$ cat src/rtl/mc_controller_if.sv
// rtl/mc_controller_if.sv - instruction fields in, datapath control strobes out
interface mc_controller_if;
    logic [5:0] op;
    logic [5:0] funct;
    logic       zero;
    logic       pcen;
    logic       irwrite;
    logic       iord;
    logic       memwrite;
    logic       memtoreg;
    logic       regdst;
    logic       regwrite;
    logic       alusrca;
    logic [1:0] alusrcb;
    logic [1:0] pcsrc;
    logic [2:0] alucontrol;
    logic       ne;
    logic       half;
    logic       b;
    logic       illegal;
    logic [3:0] state;

    modport master (
        input  op, funct, zero,
        output pcen, irwrite, iord, memwrite, memtoreg, regdst, regwrite,
               alusrca, alusrcb, pcsrc, alucontrol, ne, half, b, illegal, state
    );

    modport slave (
        output op, funct, zero,
        input  pcen, irwrite, iord, memwrite, memtoreg, regdst, regwrite,
               alusrca, alusrcb, pcsrc, alucontrol, ne, half, b, illegal, state
    );
endinterface

$ cat src/rtl/mc_controller.sv
// rtl/mc_controller.sv - multicycle MIPS control FSM
// Moore strobes decoded from the state register; pcen and alucontrol are combinational.
module mc_controller #(
    parameter bit HALFBYTE_EN = 1'b1
) (
    input  logic           clk_i,
    input  logic           reset_i,
    mc_controller_if.master bus
);
    typedef enum logic [3:0] {
        S_INIT    = 4'd0,
        S_FETCH   = 4'd1,
        S_DECODE  = 4'd2,
        S_MEMADR  = 4'd3,
        S_MEMRD   = 4'd4,
        S_MEMWB   = 4'd5,
        S_MEMWR   = 4'd6,
        S_RTYPEEX = 4'd7,
        S_RTYPEWB = 4'd8,
        S_BRANCH  = 4'd9,
        S_ADDIEX  = 4'd10,
        S_ADDIWB  = 4'd11,
        S_JUMP    = 4'd12
    } state_e;

    typedef enum logic [1:0] {
        ALU_NONE  = 2'd0,
        ALU_ADD   = 2'd1,
        ALU_SUB   = 2'd2,
        ALU_FUNCT = 2'd3
    } aluop_e;

    state_e state_q, state_d;
    aluop_e aluop;
    logic   pcwrite;
    logic   branch;
    logic   is_lw, is_lh, is_lb, is_sw;

    assign is_lw = (bus.op == 6'b100011);
    assign is_sw = (bus.op == 6'b101011);
    // Halfword/byte loads vanish from the ISA entirely when the feature is off.
    assign is_lh = HALFBYTE_EN && (bus.op == 6'b100001);
    assign is_lb = HALFBYTE_EN && (bus.op == 6'b100000);

    always_ff @(posedge clk_i or posedge reset_i) begin
        if (reset_i) state_q <= S_INIT;
        else         state_q <= state_d;
    end

    always_comb begin
        state_d      = state_q;
        aluop        = ALU_NONE;
        pcwrite      = 1'b0;
        branch       = 1'b0;
        bus.irwrite  = 1'b0;
        bus.iord     = 1'b0;
        bus.memwrite = 1'b0;
        bus.memtoreg = 1'b0;
        bus.regdst   = 1'b0;
        bus.regwrite = 1'b0;
        bus.alusrca  = 1'b0;
        bus.alusrcb  = 2'b00;
        bus.pcsrc    = 2'b00;
        bus.ne       = 1'b0;
        bus.half     = 1'b0;
        bus.b        = 1'b0;
        bus.illegal  = 1'b0;
        case (state_q)
            S_INIT: state_d = S_FETCH;
            S_FETCH: begin
                bus.irwrite = 1'b1;
                bus.alusrcb = 2'b01;
                aluop       = ALU_ADD;
                pcwrite     = 1'b1;
                state_d     = S_DECODE;
            end
            S_DECODE: begin
                bus.alusrcb = 2'b11;
                aluop       = ALU_ADD;
                if (is_lw || is_lh || is_lb || is_sw)             state_d = S_MEMADR;
                else if (bus.op == 6'b000000)                     state_d = S_RTYPEEX;
                else if (bus.op == 6'b000100 || bus.op == 6'b000101) state_d = S_BRANCH;
                else if (bus.op == 6'b001000)                     state_d = S_ADDIEX;
                else if (bus.op == 6'b000010)                     state_d = S_JUMP;
                else begin
                    bus.illegal = 1'b1;
                    state_d     = S_FETCH;
                end
            end
            S_MEMADR: begin
                bus.alusrca = 1'b1;
                bus.alusrcb = 2'b10;
                aluop       = ALU_ADD;
                state_d     = is_sw ? S_MEMWR : S_MEMRD;
            end
            S_MEMRD: begin
                bus.iord = 1'b1;
                bus.half = is_lh;
                bus.b    = is_lb;
                state_d  = S_MEMWB;
            end
            S_MEMWB: begin
                bus.memtoreg = 1'b1;
                bus.regwrite = 1'b1;
                bus.half     = is_lh;
                bus.b        = is_lb;
                state_d      = S_FETCH;
            end
            S_MEMWR: begin
                bus.iord     = 1'b1;
                bus.memwrite = 1'b1;
                state_d      = S_FETCH;
            end
            S_RTYPEEX: begin
                bus.alusrca = 1'b1;
                aluop       = ALU_FUNCT;
                state_d     = S_RTYPEWB;
            end
            S_RTYPEWB: begin
                bus.regdst   = 1'b1;
                bus.regwrite = 1'b1;
                state_d      = S_FETCH;
            end
            S_BRANCH: begin
                bus.alusrca = 1'b1;
                aluop       = ALU_SUB;
                bus.pcsrc   = 2'b01;
                branch      = 1'b1;
                bus.ne      = bus.op[0];
                state_d     = S_FETCH;
            end
            S_ADDIEX: begin
                bus.alusrca = 1'b1;
                bus.alusrcb = 2'b10;
                aluop       = ALU_ADD;
                state_d     = S_ADDIWB;
            end
            S_ADDIWB: begin
                bus.regwrite = 1'b1;
                state_d      = S_FETCH;
            end
            S_JUMP: begin
                bus.pcsrc = 2'b10;
                pcwrite   = 1'b1;
                state_d   = S_FETCH;
            end
            default: state_d = S_INIT;
        endcase
    end

    always_comb begin
        case (aluop)
            ALU_ADD: bus.alucontrol = 3'b010;
            ALU_SUB: bus.alucontrol = 3'b110;
            ALU_FUNCT: begin
                case (bus.funct)
                    6'b100000: bus.alucontrol = 3'b010;
                    6'b100010: bus.alucontrol = 3'b110;
                    6'b100100: bus.alucontrol = 3'b000;
                    6'b100101: bus.alucontrol = 3'b001;
                    6'b101010: bus.alucontrol = 3'b111;
                    default:   bus.alucontrol = 3'b010;
                endcase
            end
            default: bus.alucontrol = 3'b000;
        endcase
    end

    assign bus.pcen  = pcwrite | (branch & (bus.zero ^ bus.ne));
    assign bus.state = state_q;
endmodule

$ cat src/flat_wrapper.sv
// flat-port wrapper written by rule: the top's interface ports become plain ports
module mc_controller_flat 
#(
    parameter bit HALFBYTE_EN = 1'b1
)
  (clk_i, reset_i, bus_op, bus_funct, bus_zero, bus_pcen, bus_irwrite, bus_iord, bus_memwrite, bus_memtoreg, bus_regdst, bus_regwrite, bus_alusrca, bus_alusrcb, bus_pcsrc, bus_alucontrol, bus_ne, bus_half, bus_b, bus_illegal, bus_state);
  mc_controller_if bus_i ();
  input  logic clk_i;
  input  logic reset_i;
  input wire logic [$bits(bus_i.op)-1:0] bus_op;
  input wire logic [$bits(bus_i.funct)-1:0] bus_funct;
  input wire logic [$bits(bus_i.zero)-1:0] bus_zero;
  output wire logic [$bits(bus_i.pcen)-1:0] bus_pcen;
  output wire logic [$bits(bus_i.irwrite)-1:0] bus_irwrite;
  output wire logic [$bits(bus_i.iord)-1:0] bus_iord;
  output wire logic [$bits(bus_i.memwrite)-1:0] bus_memwrite;
  output wire logic [$bits(bus_i.memtoreg)-1:0] bus_memtoreg;
  output wire logic [$bits(bus_i.regdst)-1:0] bus_regdst;
  output wire logic [$bits(bus_i.regwrite)-1:0] bus_regwrite;
  output wire logic [$bits(bus_i.alusrca)-1:0] bus_alusrca;
  output wire logic [$bits(bus_i.alusrcb)-1:0] bus_alusrcb;
  output wire logic [$bits(bus_i.pcsrc)-1:0] bus_pcsrc;
  output wire logic [$bits(bus_i.alucontrol)-1:0] bus_alucontrol;
  output wire logic [$bits(bus_i.ne)-1:0] bus_ne;
  output wire logic [$bits(bus_i.half)-1:0] bus_half;
  output wire logic [$bits(bus_i.b)-1:0] bus_b;
  output wire logic [$bits(bus_i.illegal)-1:0] bus_illegal;
  output wire logic [$bits(bus_i.state)-1:0] bus_state;
  assign bus_i.op = bus_op;
  assign bus_i.funct = bus_funct;
  assign bus_i.zero = bus_zero;
  assign bus_pcen = bus_i.pcen;
  assign bus_irwrite = bus_i.irwrite;
  assign bus_iord = bus_i.iord;
  assign bus_memwrite = bus_i.memwrite;
  assign bus_memtoreg = bus_i.memtoreg;
  assign bus_regdst = bus_i.regdst;
  assign bus_regwrite = bus_i.regwrite;
  assign bus_alusrca = bus_i.alusrca;
  assign bus_alusrcb = bus_i.alusrcb;
  assign bus_pcsrc = bus_i.pcsrc;
  assign bus_alucontrol = bus_i.alucontrol;
  assign bus_ne = bus_i.ne;
  assign bus_half = bus_i.half;
  assign bus_b = bus_i.b;
  assign bus_illegal = bus_i.illegal;
  assign bus_state = bus_i.state;
  mc_controller #(.HALFBYTE_EN(HALFBYTE_EN)) u_core (.clk_i(clk_i), .reset_i(reset_i), .bus(bus_i));
endmodule
$ cat config.mk
export PLATFORM = sky130hd
export DESIGN_NAME = mc_controller_flat
export DESIGN_NICKNAME = d
export VERILOG_FILES = /design/src/rtl/mc_controller_if.sv /design/src/rtl/mc_controller.sv /design/src/flat_wrapper.sv
export SDC_FILE = /design/constraint.sdc
export NUM_CORES = 1
export LEC_CHECK = 0
export BUFFER_PORTS_ARGS = -buffer_cell sky130_fd_sc_hd__buf_2
export CORE_MARGIN = 2
export CORE_UTILIZATION = 35
export CTS_BUF_LIST = sky130_fd_sc_hd__clkbuf_2
export CTS_CLUSTER_DIAMETER = 60
export DETAILED_ROUTE_END_ITERATION = 10
export PLACE_DENSITY = 0.64
export RECOVER_POWER = 25
export SLEW_MARGIN = 20
export SYNTH_ARGS = -nofsm -noshare
export SYNTH_HDL_FRONTEND = slang
export SYNTH_SLANG_ARGS = --single-unit
$ cat constraint.sdc
create_clock -name clk_i -period 3.4 [get_ports clk_i]
set_clock_uncertainty 0.15 [all_clocks]
set_input_delay 0.17 -clock clk_i [delete_from_list [all_inputs] [get_ports clk_i]]
set_output_delay 0.17 -clock clk_i [all_outputs]
set_load 0.03 [all_outputs]
Word-level counts from Yosys, hierarchy flattened

Cells that the tools add are included.

Register bits: 4
Word-level logic and storage cells: 75
Bits of input ports: 15
Output and inout bits: 23

Bitwise logic cells: 3
Reductions and logical operators: 14
Equality and inequality tests: 27
Muxes and demuxes: 30

Operators by type and width:

| kind               | number |
|---|---|
| $eq 6x6->1 const B | 8 |
| $pmux 4 s7         | 1 |
| $eq 4x4->1 const B | 5 |
| $mux 4             | 5 |
| $mux 1             | 18 |
| $eq 4x3->1 const B | 4 |
| $eq 6x3->1 const B | 2 |
| $pmux 2 s3         | 2 |
| $pmux 3 s4         | 1 |
| $pmux 3 s3         | 1 |
| $eq 4x2->1 const B | 2 |
| $reduce_or 2->1    | 4 |
| $reduce_or 4->1    | 2 |
| $reduce_or 7->1    | 1 |
| $eq 6x2->1 const B | 1 |
| $eq 6x4->1 const B | 1 |
| $logic_not 6->1    | 1 |
| $eq 2x2->1 const B | 2 |
| $eq 4x1->1 const B | 1 |
| $logic_not 4->1    | 1 |
| $logic_or 1x1->1   | 4 |
| $pmux 2 s2         | 1 |
| $reduce_or 3->1    | 1 |
| $eq 2x1->1 const B | 1 |
| 4 further kinds    | 4 |

Depth between registers and ports, before layout

Depth after elaboration: 7
Gate-level depth with buffers: 5
Depth with buffers taken out: 4

Least setup slack after synthesis

Ideal clock, no wire load.

Path kind: register to output
From: register u_core.state_q[0] (netlist: u_core.bus.state[0])
To: output bus_alusrcb[0]
Slack: 1.010 ns
Data arrival time: 2.070 ns
Data required time: 3.080 ns
Buffers on the path: 1
Cell stages (with the launch flop): 5
Path through: dfrtp_1 -> clkbuf_1 -> nand2_1 -> nor3_1 -> or2_1

Longest elaborated chain between the ends: 3
Elaborated cells on any way between the ends: 6
Those cells by class: 4 x eq/ne; 1 x mux; 1 x reduce/logical

Ends and longest elaborated chain:

| element                                         | RTL line            | text |
|---|---|---|
| from (decl)                                     | mc_controller.sv:33 | `state_e state_q, state_d;` |
| from (signal assigned)                          | mc_controller.sv:47 | `else state_q <= state_d;` |
| $eq 4x2->1 / $eq 4x4->1 (equally long branches) | mc_controller.sv:68 | `case (state_q)` |
| $reduce_or 2->1 (no source line)                | --                  |  |
| $pmux 2 s3 *                                    | mc_controller.sv:68 |  |
| to (decl)                                       | flat_wrapper.sv:21  | `output wire logic [$bits(bus_i.alusrcb)-1:0] bus_alusrcb;` |

Every way passes the cells marked *; elsewhere a longest branch is shown, timed or not.

Worst setup path after layout

Same ends and word-level chain as after synthesis.

==> results by group <==
Place
  – DPL Wire Length: 1.31 mm
  – Placed cells: 131
  – Final GP Congestion: just over 0.8
  – Port Buffer Count: 37

Setup path
  – CP Max Fanout: 19
  – Setup crit start kind: flip-flop
  – RR Startpoint: u_core.bus.state[1]
  – Worst setup path startpoint: u_core.bus.state[0]
  – Worst Setup EP: bus_alusrcb[0]
  – CP arrival: between 1.5 and 2 ns
  – Path depth of the worst reg2reg path: 4
  – CP endpoint kind: output port
  – Req. time, crit path: 3.08 ns
  – Class of the most critical setup path: flip-flop to output port
  – Setup slack, reg-to-reg: 1.88 ns
  – Reg-to-Reg End: u_core.bus.state[3]

Synth
  – Netlist cell types: 34
  – Syn Area/Cell: 6.85 um2
  – Synth Warn #: 0
  – Post-synthesis sequential area ratio: approximately 17%
  – Mapped cell area: about 590 um2
  – Mapped Cells: 86
  – Synthesized flop and latch total: 4
  – Syn Nets: between 100 and 150

Route
  – Total wire length: 1.60 mm
  – DR iter-0 viols: 19
  – Antenna-violating nets left: 0
  – Vias/cell: 5.37
  – Number of vias after detailed routing: 725
  – DR pass1 iterations: 4
  – Remaining DRCs: 0
  – Avg WL per Cell: 11.9 um

Floorplan
  – Initial core utilization: 38.2%
  – Die Wd: about 45 um
  – Die area: 2030 um2
  – Io pins: 38
  – Die H: between 40 and 50 um
  – Core area: 1540 um2
  – Placement Rows: 14

CTS
  – Total number of H-tree levels: 1
  – CTS buffer count: 3
  – Clock Latency Late Sink: 0.20 ns
  – Max Root-Sink Buffers: 2
  – Clock sinks: 4
  – Clock-pin transition on the worst setup and hold timing paths: 0.04 ns
  – Post_cts resized: 0
  – CTS root buf: clkbuf_2
  – CTS tree: done

Cells and area
  – Max reg flops: 4
  – # diodes: 0
  – Nets: 136
  – Final std cells w/o fill: approximately 140
  – Share of layout cells above drive strength 1: 36.1%
  – Area Overhead vs Synth: 31.4%

Timing
  – Final-report setup violation count: 0
  – Fmax: 0.475 GHz
  – Pins over their slew limit: 0
  – Fin. Hold Viols: 0
  – Slew HR: 64.3%
  – Worst-Margin Slew: approximately 0.54 ns
  – Post-route setup TNS: 0 ns
  – Tcrit/Tclk final: 61.9%
  – Min Tclk post-route: 2.10 ns
  – RSZ-0062 raised after global routing: no

Global route
  – Gr usage total: 16.0%
  – Antenna violations before repair: 0
  – Largest net degree at the start of global routing: 20
  – Vias in the first global route: 582
  – Global route overflow: 0
  – First-pass GRT wire length: 2.44 mm

Power
  – PD cells: 804 nW/um2
  – Leak Pwr: 0.405 nW
  – Maximum VDD drop: 0.277 mV

Outcome
  – Outcome: completed

Hold path
  – Hold Path Class: input pin to asynchronous set/reset pin

Flow run
  – Max cap viols: 0
-- power breakdown --
group / internal, W / switching (W) / total [W]
Clock: 0.0000237 / 0.0000166 / 0.0000402
Combinational: 0.000145 / 0.000310 / 0.000454
Sequential: 0.0000653 / 0.0000625 / 0.000128
Total: 0.000234 / 0.000389 / 0.000622
-- layout make-up --
type / count / area (um2)
Fill cell: 172 / 767
Multi-Input combinational cell: 70 / 432
Timing Repair Buffer: 38 / 193
Sequential cell: 4 / 100
Tap cell: 16 / 20.0
Clock buffer: 3 / 15.0
Inverter: 4 / 15.0
-- worst min path at each step --
stage                          endpoint  depth (start not counted)      start
finish              u_core.bus.state[2]                          3    reset_i
global route        u_core.bus.state[3]                          4  bus_op[4]
CTS                 u_core.bus.state[3]                          4  bus_op[4]
detailed placement  u_core.bus.state[3]                          2    reset_i
global placement    u_core.bus.state[1]                          2    reset_i
floorplan           u_core.bus.state[0]                          1    reset_i
-- synth_stat cells (all sizes together) --
cell | number | area, um2
o21bai | 1 | 7.51
o22ai | 5 | 31.3
nand4 | 2 | 12.5
nor2 | 11 | 41.3
nor4 | 1 | 6.26
nand2 | 7 | 26.3
or2 | 1 | 6.26
o31ai | 1 | 7.51
nor3b | 2 | 15.0
a21oi | 5 | 25.0
a211o | 2 | 17.5
a21o | 1 | 7.51
mux2i | 1 | 10.0
and2 | 1 | 6.26
o311ai | 2 | 35.0
or4 | 1 | 11.3
nor2b | 4 | 25.0
a31oi | 1 | 6.26
dfrtp | 4 | 100
a311oi | 1 | 8.76
xnor2 | 1 | 8.76
inv | 4 | 15.0
nand2b | 4 | 25.0
clkbuf | 3 | 11.3
buf | 5 | 31.3
o2111ai | 1 | 8.76
and3 | 3 | 18.8
nand3 | 2 | 10.0
xor2 | 1 | 8.76
nor3 | 8 | 45.0
-- stage by stage --
step / power [W] / setup slack (ns) / hold slack, ns / cell area [um2] / util, %
CTS: 0.000632 / 1.26 / 0.212 / 777 / 50.4
floorplan: 0.000475 / 1.01 / -0.214 / 589 / -
global placement: 0.000588 / 1.48 / -0.0986 / 752 / 48.8
global route: 0.000669 / 1.10 / 0.228 / 774 / 50.2
detailed placement: 0.000586 / 1.52 / -0.0946 / 752 / 48.8
finish: 0.000622 / 1.30 / 0.236 / 774 / 50.2
-- cells by family (layout without fill, tap and decap cells) --
kind of cell / Yosys count / in the layout / synth area share, %
XOR/XNOR: 2 / 2 / 2.97
buffers and inverters: 12 / 45 / 9.77
AND/OR/NAND/NOR: 47 / 47 / 42.3
multiplexers: 1 / 1 / 1.70
AO/OA/AOI/OAI: 20 / 20 / 26.3
flip-flops: 4 / 4 / 17.0
-- critical path, stage by stage (launching register included) --
cell	delay [ns]
dfrtp_1	0.67
nand2_1	0.25
nor3_1	0.31
or2_1	0.16
buf_2	0.19
-- placed cells by master (no fill, tap or decap), drive strengths merged --
| cell type | Yosys | final |
|---|---|---|
| buf | 5 | 35 |
| nor2 | 11 | 11 |
| nor3 | 8 | 8 |
| nand2 | 7 | 7 |
| o22ai | 5 | 5 |
| a21oi | 5 | 5 |
| clkbuf | 3 | 5 |
| nand2b | 4 | 4 |
| nor2b | 4 | 4 |
| dfrtp | 4 | 4 |
| inv | 4 | 4 |
| and3 | 3 | 3 |
| a211o | 2 | 2 |
| nor3b | 2 | 2 |
| nand4 | 2 | 2 |
| nand3 | 2 | 2 |
| o311ai | 2 | 2 |
| a21o | 1 | 1 |
| mux2i | 1 | 1 |
| a311oi | 1 | 1 |
| a31oi | 1 | 1 |
| nor4 | 1 | 1 |
| o31ai | 1 | 1 |
| or4 | 1 | 1 |
| o2111ai | 1 | 1 |
| o21bai | 1 | 1 |
| or2 | 1 | 1 |
| xnor2 | 1 | 1 |
| and2 | 1 | 1 |
| xor2 | 1 | 1 |
| dlygate4sd3 | 0 | 1 |
-- repair_timing --
action	CTS	global route
endpoints found under the hold margin	4	0
hold buffers	1	0
setup buffers	0	0
-- routing by layer --
metal	part of all wire [%]	wire, um	global-route usage (%)
met1	44	712	21.2
met2	50	809	26.3
met3	5.0	81	3.60
met4	0	0	3.53
met5	0	0	0
(Power assumes the default switching activity.)
